$ cat config.mk
export PLATFORM = sky130hd
export DESIGN_NAME = clk_div_prog
export DESIGN_NICKNAME = d
export VERILOG_FILES = /design/src/rtl/clk_div_prog.sv
export SDC_FILE = /design/constraint.sdc
export NUM_CORES = 1
export LEC_CHECK = 0
export ABC_AREA = 1
export BUFFER_PORTS_ARGS = -buffer_cell sky130_fd_sc_hd__buf_2
export CORE_AREA = 4 4 74 76
export DETAILED_ROUTE_END_ITERATION = 12
export DIE_AREA = 0 0 78 80
export GPL_TIMING_DRIVEN = 0
export MAX_ROUTING_LAYER = met4
export SYNTH_ARGS = -nofsm -noshare
export SYNTH_HDL_FRONTEND = slang
export SYNTH_SLANG_ARGS = --single-unit
$ cat constraint.sdc
create_clock -name i_clk -period 3.1 [get_ports i_clk]
set_clock_uncertainty 0.05 [all_clocks]
set_input_delay 0 -clock i_clk [delete_from_list [all_inputs] [get_ports i_clk]]
set_output_delay 0 -clock i_clk [all_outputs]
set_load 0.03 [all_outputs]
$ cat src/rtl/clk_div_prog.sv
// Runtime-programmable 50%-duty clock divider (N = 2..2^DIV_W-1) with req/ack divisor reload.
// Define CLK_DIV_SYNC_EN to add i_sync_in, a forced period boundary used to align several dividers.
module clk_div_prog #(
    parameter int DIV_W       = 8,
    parameter int DEFAULT_DIV = 4
) (
    input  logic             i_clk,
    input  logic             i_rst,
    input  logic             i_en,
    input  logic [DIV_W-1:0] i_div_in,
    input  logic             i_div_load,
`ifdef CLK_DIV_SYNC_EN
    input  logic             i_sync_in,
`endif
    output logic             o_div_ack,
    output logic             o_div_err,
    output logic             o_clk_out,
    output logic             o_tick
);

    localparam logic [DIV_W-1:0] DEF_N = DIV_W'(DEFAULT_DIV);
    localparam logic [DIV_W-1:0] MIN_N = DIV_W'(2);

    logic [DIV_W-1:0] r_cnt;
    logic [DIV_W-1:0] r_n;
    logic [DIV_W-1:0] r_pend_div;
    logic             r_pend;
    logic             r_run;
    logic             r_p;
    logic             r_nq;
    logic             r_odd;
    logic             r_tick;
    logic             r_ack;
    logic             r_err;

    logic [DIV_W-1:0] w_cnt_nx;
    logic [DIV_W-1:0] w_cnt_run;
    logic [DIV_W-1:0] w_n_next;
    logic [DIV_W-1:0] w_half;
    logic [DIV_W:0]   w_sum;
    logic             w_wrap;
    logic             w_sync;
    logic             w_idle;
    logic             w_boundary;
    logic             w_accept;
    logic             w_bad;
    logic             w_capture;
    logic             w_apply_pend;
    logic             w_apply_now;

    // "Idle" covers stopping and the start edge: a divisor can be applied at once there.
    always_comb begin
        w_wrap       = 1'b0;
        w_cnt_nx     = '0;
        w_cnt_run    = '0;
        w_sync       = 1'b0;
        w_idle       = 1'b0;
        w_boundary   = 1'b0;
        w_accept     = 1'b0;
        w_bad        = 1'b0;
        w_capture    = 1'b0;
        w_apply_pend = 1'b0;
        w_apply_now  = 1'b0;
        w_n_next     = r_n;
        w_sum        = '0;
        w_half       = '0;

        w_wrap   = (r_cnt == (r_n - 1'b1));
        w_cnt_nx = w_wrap ? '0 : (r_cnt + 1'b1);
`ifdef CLK_DIV_SYNC_EN
        w_sync   = i_sync_in;
`else
        w_sync   = 1'b0;
`endif
        w_cnt_run    = w_sync ? '0 : w_cnt_nx;
        w_idle       = !(r_run && i_en);
        w_boundary   = r_run && i_en && (w_wrap || w_sync);
        w_accept     = i_div_load && !r_pend && !r_ack;
        w_bad        = (i_div_in < MIN_N);
        w_capture    = w_accept && !w_bad && !w_idle;
        w_apply_pend = r_pend && (w_idle || w_boundary);
        w_apply_now  = w_accept && !w_bad && w_idle;

        if (w_apply_pend) begin
            w_n_next = r_pend_div;
        end else if (w_apply_now) begin
            w_n_next = i_div_in;
        end

        // H = ceil(N/2) from the divisor in effect after this edge.
        w_sum  = {1'b0, w_n_next} + {{DIV_W{1'b0}}, 1'b1};
        w_half = w_sum[DIV_W:1];
    end

    always_ff @(posedge i_clk) begin
        if (i_rst) begin
            r_cnt      <= '0;
            r_n        <= DEF_N;
            r_pend_div <= DEF_N;
            r_pend     <= 1'b0;
            r_run      <= 1'b0;
            r_p        <= 1'b0;
            r_odd      <= DEF_N[0];
            r_tick     <= 1'b0;
            r_ack      <= 1'b0;
            r_err      <= 1'b0;
        end else begin
            r_err <= w_accept && w_bad;
            r_ack <= w_apply_pend || w_apply_now;
            r_n   <= w_n_next;

            if (w_apply_pend) begin
                r_pend <= 1'b0;
            end else if (w_capture) begin
                r_pend     <= 1'b1;
                r_pend_div <= i_div_in;
            end

            if (!i_en) begin
                r_cnt  <= '0;
                r_p    <= 1'b0;
                r_run  <= 1'b0;
                r_tick <= 1'b0;
                r_odd  <= w_n_next[0];
            end else if (!r_run) begin
                r_cnt  <= '0;
                r_p    <= 1'b1;
                r_run  <= 1'b1;
                r_tick <= 1'b1;
                r_odd  <= w_n_next[0];
            end else begin
                r_cnt  <= w_cnt_run;
                r_p    <= (w_cnt_run < w_half);
                r_tick <= (w_cnt_run == '0);
                // Mode only switches at a boundary, so a period is never half even, half odd.
                if (w_boundary) begin
                    r_odd <= w_n_next[0];
                end
            end
        end
    end

    // Half-cycle delayed copy of p; ANDing it in trims odd-N high time to N/2 cycles.
    always_ff @(negedge i_clk) begin
        if (i_rst) begin
            r_nq <= 1'b0;
        end else begin
            r_nq <= r_p;
        end
    end

    assign o_clk_out = r_odd ? (r_p & r_nq) : r_p;
    assign o_tick    = r_tick;
    assign o_div_ack = r_ack;
    assign o_div_err = r_err;

endmodule

==> results_dict.tcl, run 1 <==
set metrics [dict create \
    status "complete, but fails checks" \
    violations "setup timing" \
    h-tree-depth 2 \
    grt_pass1_wl_mm 8.80 \
    stdcell_count 430 \
    pin_count 16 \
    final_core_util_pct 55.8 \
    setup-violations-final 1 \
    cp_slowest_cell "dfxtp_4" \
    synth.area.mux_share_pct 0 \
    first_iter_violations 57 \
    overflow 0 \
    die_w_um 78 \
    synth-compound-area-share_pct 12.8 \
    arrival_ps 3330 \
    synth_warnings 0 \
    p_seq_share_pct 42.8 \
    fin_crit_sh_pct 103 \
    diodes 0 \
    path_class "reg -> reg" \
    slew_headroom_pct 66.5 \
    synth_common_cells "81 x nand2_1, 48 x inv_1, 43 x nor2_1" \
    worst-path-buf-inv 3 \
    cp_max_fo 7 \
    fmax_mhz 312 \
    vias 2006 \
    synth_cell_types 29 \
    cap_viol_max_count 0 \
    total_power_uw 1050 \
    fp.dieH_um 80 \
    clk_latency_ps 280 \
    worst_slack_ps -102 \
    layout_min_cycle_time_ps 3200 \
    synth-edff-count 0 \
    maxSlewViolCount 0 \
    core_area_mm2 0.00472 \
    antenna_left 0 \
    stdcell_area_mm2 0.00264 \
    syn_nets 336 \
    synthSimpleGateAreaFrac_pct 33.1 \
    dpl_cell_area_mm2 0.00220 \
    syn_to_final_growth_pct 29.5 \
    drive_above_1_share_pct 20.9 \
    swShare_pct 31.9 \
    synth_area_mm2 0.00204 \
    ys.flop_type "dfxtp_1" \
    yosysTopAreaCell "dfxtp_1" \
    antenna_found_initial 0 \
    synth_fa_ha_area_share_pct 6.14 \
    path_cells "inv_4, ha_4, nor2_1, nor2_1, nand2_1, nor2_1, nand3_1, nor2_2, nand2_2, nand2_4, nand2_8, buf_8, o21ai_4, ha_4, nand2_4, nor2_4, nand4_1, ha_4, nand2_2, buf_4, nor2_2, nand2_1, nand2_2, a21oi_2" \
    synth_top_family_by_area "simple AND/OR/NAND/NOR gates" \
    clock-sinks 32 \
    cp-end-kind "flip-flop" \
    dp_cells 396 \
    rows 25 \
    cts.path.max_buffers 2 \
    path_clk_slew_ps 60 \
    port-buffer-count 15 \
    cts_tree "built" \
    drc 0 \
    synthTopCellsByArea "dfxtp_1 31%, nand2_1 15%, inv_1 8.8%, nor2_1 7.9%, ha_1 6.1%" \
    avgRoutedWirePerCell_um 11.7 \
    p_per_area_mw_per_mm2 397 \
    startpoint_type "flip-flop" \
    via_per_inst 4.67 \
    p_comb_share_pct 27.9 \
    finalWeightedCongestion 0.880 \
    dp_slack_ps -533 \
    nets 384 \
    worst_pin_slew_ps 503 \
    synth_xor_area_share_pct 5.16 \
    crit_required_ps 3220 \
    drt_pass1_iterations 7 \
    rsz0062_at_grt "yes" \
    p_int_uw 712 \
    netlist_instances 314 \
    grt_max_degree 11 \
    dieArea_mm2 0.00624 \
    ys_ff_latch 32 \
    seq_area_frac_synth_pct 31.4 \
    power.clock.fraction_pct 29.3 \
    hold_viol 0 \
    cpLargestDelayFamily "simple AND/OR/NAND/NOR gates" \
    yosysTopAreaCellShare_pct 31.4 \
    initial_core_util_pct 43.1 \
    cts_inserted_buffers 5 \
    dp_hpwl_mm 3.71 \
    synth.avg_cell_area_um2 6.49 \
    track_usage_pct 18.5 \
    async_flop_share_pct 0 \
    yosysMostFrequentCell "nand2_1" \
    wirelength_mm 5.05 \
    grt_pass1_vias 1930 \
    p_leak_uw 0.00131 \
    hold_path.class "in -> reg" \
    cpPeakStageDelay_ps 370 \
    p_sw_uw 334 \
    nFillCells 466 \
    cts_root_buffer "clkbuf_8" \
    irDropWorstVdd_v 0.000327 \
]
logic make-up (layout without fill, tap and decap cells):
logic type,count (synthesis),count (layout)
AND/OR/NAND/NOR,158,158
buffers and inverters,57,106
AO/OA/AOI/OAI,45,45
flip-flops,32,32
XOR/XNOR,12,12
adder cells (fa/ha/maj),10,10
worst reg2reg max path: cells and delay by family, from the launching register on:
kind,cells,cell delay (ps)
AO/OA/AOI/OAI,2,250
flip-flops,1,370
buffers and inverters,3,320
AND/OR/NAND/NOR,16,1340
adder cells (fa/ha/maj),3,790
timing repair:
action | 4_1_cts | 5_1_grt
endpoints found under the hold margin | 10 | 0
setup buffers | 14 | 3
setup endpoints to repair | 1 | 1
hold buffers | 9 | 0
pin swaps | 15 | 15
resized for setup | 16 | 16
power by group through the flow:
| stage | sequential (uW) | clock [uW] | combinational, uW |
|---|---|---|---|
| after floorplan | 455 | 4.04 | 176 |
| after global routing | 450 | 338 | 334 |
| after detailed placement | 456 | 4.04 | 231 |
| after CTS | 447 | 313 | 274 |
| after global placement | 456 | 4.04 | 229 |
| final | 448 | 307 | 292 |
final timing paths:
kind	slack, ps	endpoint	startpoint	cells past startpoint
max	-100	r_p$_SDFF_PP0_	r_n[0]$_SDFF_PP0_	24
min	2	r_pend_div[1]$_SDFFE_PP0P_	i_div_in[1]	3
max reg2reg	-100	r_p$_SDFF_PP0_	r_n[0]$_SDFF_PP0_	24
min reg2reg	410	o_div_err$_SDFF_PP0_	o_div_ack$_SDFF_PP0_	1
layout make-up:
type | instances | area, um^2 | share of cell area [%]
Multi-Input combinational cell | 225 | 1290 | 49.1
Buffer | 6 | 42.5 | 1.61
Inverter | 50 | 190 | 7.21
Sequential cell | 32 | 646 | 24.5
Timing Repair Buffer | 41 | 297 | 11.2
Tap cell | 67 | 83.8 | 3.18
Clock buffer | 8 | 80.1 | 3.04
Clock inverter | 1 | 3.75 | 0.142
layout by cell type, fill, tap and decap left out, drive strengths merged:
master       count
a211oi           1
a21oi           15
buf             35
clkbuf          11
clkinv           1
dfxtp           32
dlygate4sd3      9
ha              10
inv             50
nand2           86
nand3           11
nand3b           1
nand4            7
nor2            45
nor3             5
nor4             1
o211ai           3
o21ai           26
or2              2
xnor2            3
xor2             9
routing by layer:
layer | wire (um) | up-vias | share of wire, % | global-route usage, %
li1 | - | 1082 | - | -
met1 | 2350 | 878 | 47 | 21.8
met2 | 2410 | 35 | 48 | 31.8
met3 | 150 | 11 | 3.0 | 3.05
met4 | 140 | 0 | 2.8 | 6.47
met5 | 0 | - | 0 | -
stage by stage:
stage	setup TNS (ps)	hold slack, ps
finish	-102	1.72
global route	-383	13.2
CTS	-228	2.60
detailed placement	-533	196
global placement	-562	193
floorplan	0	80.4
flip-flops by register name, indices dropped and copies added, names as in the netlist:
name        flops
o_div_ack       1
r_run           1
r_n             8
r_pend_div      8
r_cnt           8
r_nq            1
r_pend          1
r_odd           1
o_div_err       1
r_p             1
o_tick          1
Note: power is estimated with default switching activity, not from simulation.
==> run 2, diff against run 1 <==
--- a/config.mk
+++ b/config.mk
@@ -5,11 +5,10 @@
 export SDC_FILE = /design/constraint.sdc
 export NUM_CORES = 1
 export LEC_CHECK = 0
-export ABC_AREA = 1
 export BUFFER_PORTS_ARGS = -buffer_cell sky130_fd_sc_hd__buf_2
-export CORE_AREA = 4 4 74 76
+export CORE_AREA = 4 4 77 79
 export DETAILED_ROUTE_END_ITERATION = 12
-export DIE_AREA = 0 0 78 80
+export DIE_AREA = 0 0 81 83
 export GPL_TIMING_DRIVEN = 0
 export MAX_ROUTING_LAYER = met4
 export SYNTH_ARGS = -nofsm -noshare
==> run 2 against run 1 <==
Effect of this change: the flow still finishes with violations (setup timing); synthesized area increased by 8.2%; design area increased by 2.2%; sequential power about the same; critical path type unchanged; largest cell class unchanged.
==> results_dict.tcl, run 2 <==
set metrics [dict create \
    core_area_mm2 0.00534 \
    drc 0 \
    vias 1953 \
    synth_common_cells "42 x nor2_1, 32 x dfxtp_1, 17 x mux2i_1" \
    antenna_found_initial 0 \
    clk_latency_ps 290 \
    crit_required_ps 3270 \
    seq_area_frac_synth_pct 29.1 \
    ys.flop_type "dfxtp_1" \
    drt_pass1_iterations 4 \
    cts_root_buffer "clkbuf_8" \
    avgRoutedWirePerCell_um 15.5 \
    final_core_util_pct 50.5 \
    cap_viol_max_count 0 \
    rr_worst_depth 22 \
    fmax_mhz 250 \
    grt_pass1_wl_mm 9.55 \
    maxSlewViolCount 0 \
    register_area_um2 647 \
    antenna_left 0 \
    worst_pin_slew_ps 654 \
    cts_tree "built" \
    drive_above_1_share_pct 25.5 \
    hold_path.class "in -> reg" \
    async_flop_share_pct 0 \
    slew_headroom_pct 56.4 \
    finalWeightedCongestion 0.893 \
    irDropWorstVdd_v 0.000241 \
    stdcell_area_mm2 0.00270 \
    min_to "r_pend_div[1]$_SDFFE_PP0P_" \
    cp_max_fo 8 \
    port-buffer-count 15 \
    status "complete, but fails checks" \
    via_per_inst 5.34 \
    layout_min_cycle_time_ps 4000 \
    die_w_um 81 \
    synth.avg_cell_area_um2 8.47 \
    rsz0062_at_grt "yes" \
    hp-start "i_div_in[1]" \
    diodes 0 \
    synth-edff-count 0 \
    startpoint_type "flip-flop" \
    grt_pass1_vias 1920 \
    hold_depth 3 \
    setup-violations-final 1 \
    p_per_area_mw_per_mm2 371 \
    path_class "reg -> reg" \
    fp.dieH_um 83 \
    netlist_instances 260 \
    synth_cell_types 48 \
    h-tree-depth 2 \
    nets 315 \
    dp_hpwl_mm 4.12 \
    yosysMostFrequentCell "nor2_1" \
    rrSetupSlack_ps -900 \
    layout_commonest_cell "nor2_1" \
    arrival_ps 4160 \
    synthTopCellsByArea "dfxtp_1 29%, mux2i_1 7.7%, nor2_1 7.2%, ha_1 5.7%, xnor2_1 5.6%" \
    timing.rr.end "r_p$_SDFF_PP0_" \
    clock-sinks 32 \
    dieArea_mm2 0.00672 \
    cts_inserted_buffers 5 \
    syn_to_final_growth_pct 22.4 \
    hold_ws_ps 29.7 \
    dp_cells 347 \
    multi_input_area_mm2 0.00155 \
    nFillCells 556 \
    dpl_cell_area_mm2 0.00240 \
    reg.largest.list "r_cnt x8, r_n x8, r_pend_div x8" \
    cts.path.max_buffers 2 \
    fin_crit_sh_pct 129 \
    grt_max_degree 11 \
    hold_viol 0 \
    yosysTopAreaCellShare_pct 29.1 \
    first_iter_violations 124 \
    stdcell_count 366 \
    r2r_start "r_n[0]$_SDFF_PP0_" \
    worst_slack_ps -896 \
    initial_core_util_pct 41.3 \
    synth_warnings 0 \
    pin_count 16 \
    violations "setup timing" \
    track_usage_pct 18.6 \
    syn_nets 282 \
    p_leak_uw 0.00106 \
    path_clk_slew_ps 80 \
    rows 27 \
    cp-end-kind "flip-flop" \
    ys_ff_latch 32 \
    overflow 0 \
    wirelength_mm 5.67 \
    layout_common_cells "40 x nor2_1, 29 x dfxtp_1, 16 x buf_2, 16 x mux2i_1" \
    yosysTopAreaCell "dfxtp_1" \
    synth_area_mm2 0.00220 \
]
==> run 2: changes by cell type after synthesis, moves of 4 or more <==
cell      previous run  this run
mux2i_1              0        17
a21oi_1             15         9
a211oi_2             0         6
o21ai_0             15         7
nand2_1             81        16
xor2_1               9        14
inv_1               48         8
nor2b_1              0         7
and3_1               0         5
and4_1               0         4
xnor2_1              3        14
==> run 2: worst max path at each step <==
stage / startpoint / endpoint / slack (ps) / depth (start not counted)
final: r_n[0]$_SDFF_PP0_ / r_p$_SDFF_PP0_ / -900 / 22
after global routing: r_n[0]$_SDFF_PP0_ / r_p$_SDFF_PP0_ / -1090 / 22
after CTS: r_n[0]$_SDFF_PP0_ / r_p$_SDFF_PP0_ / -880 / 21
after detailed placement: r_pend$_SDFFE_PP0P_ / r_p$_SDFF_PP0_ / -1110 / 19
after global placement: r_n[1]$_SDFF_PP0_ / r_p$_SDFF_PP0_ / -1100 / 22
after floorplan: r_n[2]$_SDFF_PP1_ / r_p$_SDFF_PP0_ / -620 / 21
==> run 2: layout make-up <==
class,count,share of cell area [%]
multi-input cells,206,57.5
clock inverters,3,0.510
inverters,7,0.974
well taps,72,3.34
clock buffers,6,3.06
repair buffers,29,7.38
flip-flops and latches,32,24.0
plain buffers,11,3.25
==> run 2: power breakdown <==
| group | total, uW | internal [uW] | switching, uW |
|---|---|---|---|
| Clock | 345 | 179 | 166 |
| Combinational | 206 | 96.4 | 109 |
| Sequential | 451 | 427 | 23.7 |
==> run 2: what timing repair did <==
item / CTS / global route
hold buffers: 6 / 0
pin swaps: 11 / 7
hold endpoints to repair: 6 / 0
gates resized for setup: 17 / 7
setup endpoints to repair: 1 / 1
setup buffers: 7 / 1
==> run 2: per-stage QoR <==
| step | setup slack (ps) | power [uW] | TNS, ps |
|---|---|---|---|
| after floorplan | -622 | 588 | -622 |
| after global placement | -1100 | 640 | -1100 |
| after detailed placement | -1110 | 642 | -1110 |
| after CTS | -882 | 1000 | -882 |
| after global routing | -1090 | 1050 | -1090 |
| final | -896 | 1000 | -896 |
==> run 2: per-layer routing <==
metal / GRT usage, % / part of all wire [%]
met1: 24.7 / 48
met3: 3.15 / 3.8
met5: - / 0
met4: 7.37 / 2.1
met2: 27.9 / 46
==> run 2: critical path: stages (launching register included) <==
cell,delay (ps)
dfxtp_4,370
or4_4,530
buf_6,140
nor3_4,110
o31ai_2,80
a221oi_2,270
buf_4,170
o21ai_4,50
buf_6,140
buf_8,120
a21oi_2,120
ha_2,200
buf_8,130
nand2_2,50
xor2_1,140
o211ai_1,170
o21ai_1,100
ha_1,320
a21o_1,170
a21oi_2,130
nor2b_1,50
o21ai_1,100
and4_1,200
==> run 2: logic make-up (layout without fill, tap and decap cells) <==
kind of cell | after synthesis | after routing | synth area share, %
multiplexers | 19 | 19 | 8.74
AND/OR/NAND/NOR | 105 | 105 | 24.1
adder cells (fa/ha/maj) | 10 | 10 | 5.68
buffers and inverters | 22 | 56 | 5.22
AO/OA/AOI/OAI | 44 | 44 | 16.1
XOR/XNOR | 28 | 28 | 11.1
flip-flops | 32 | 32 | 29.1
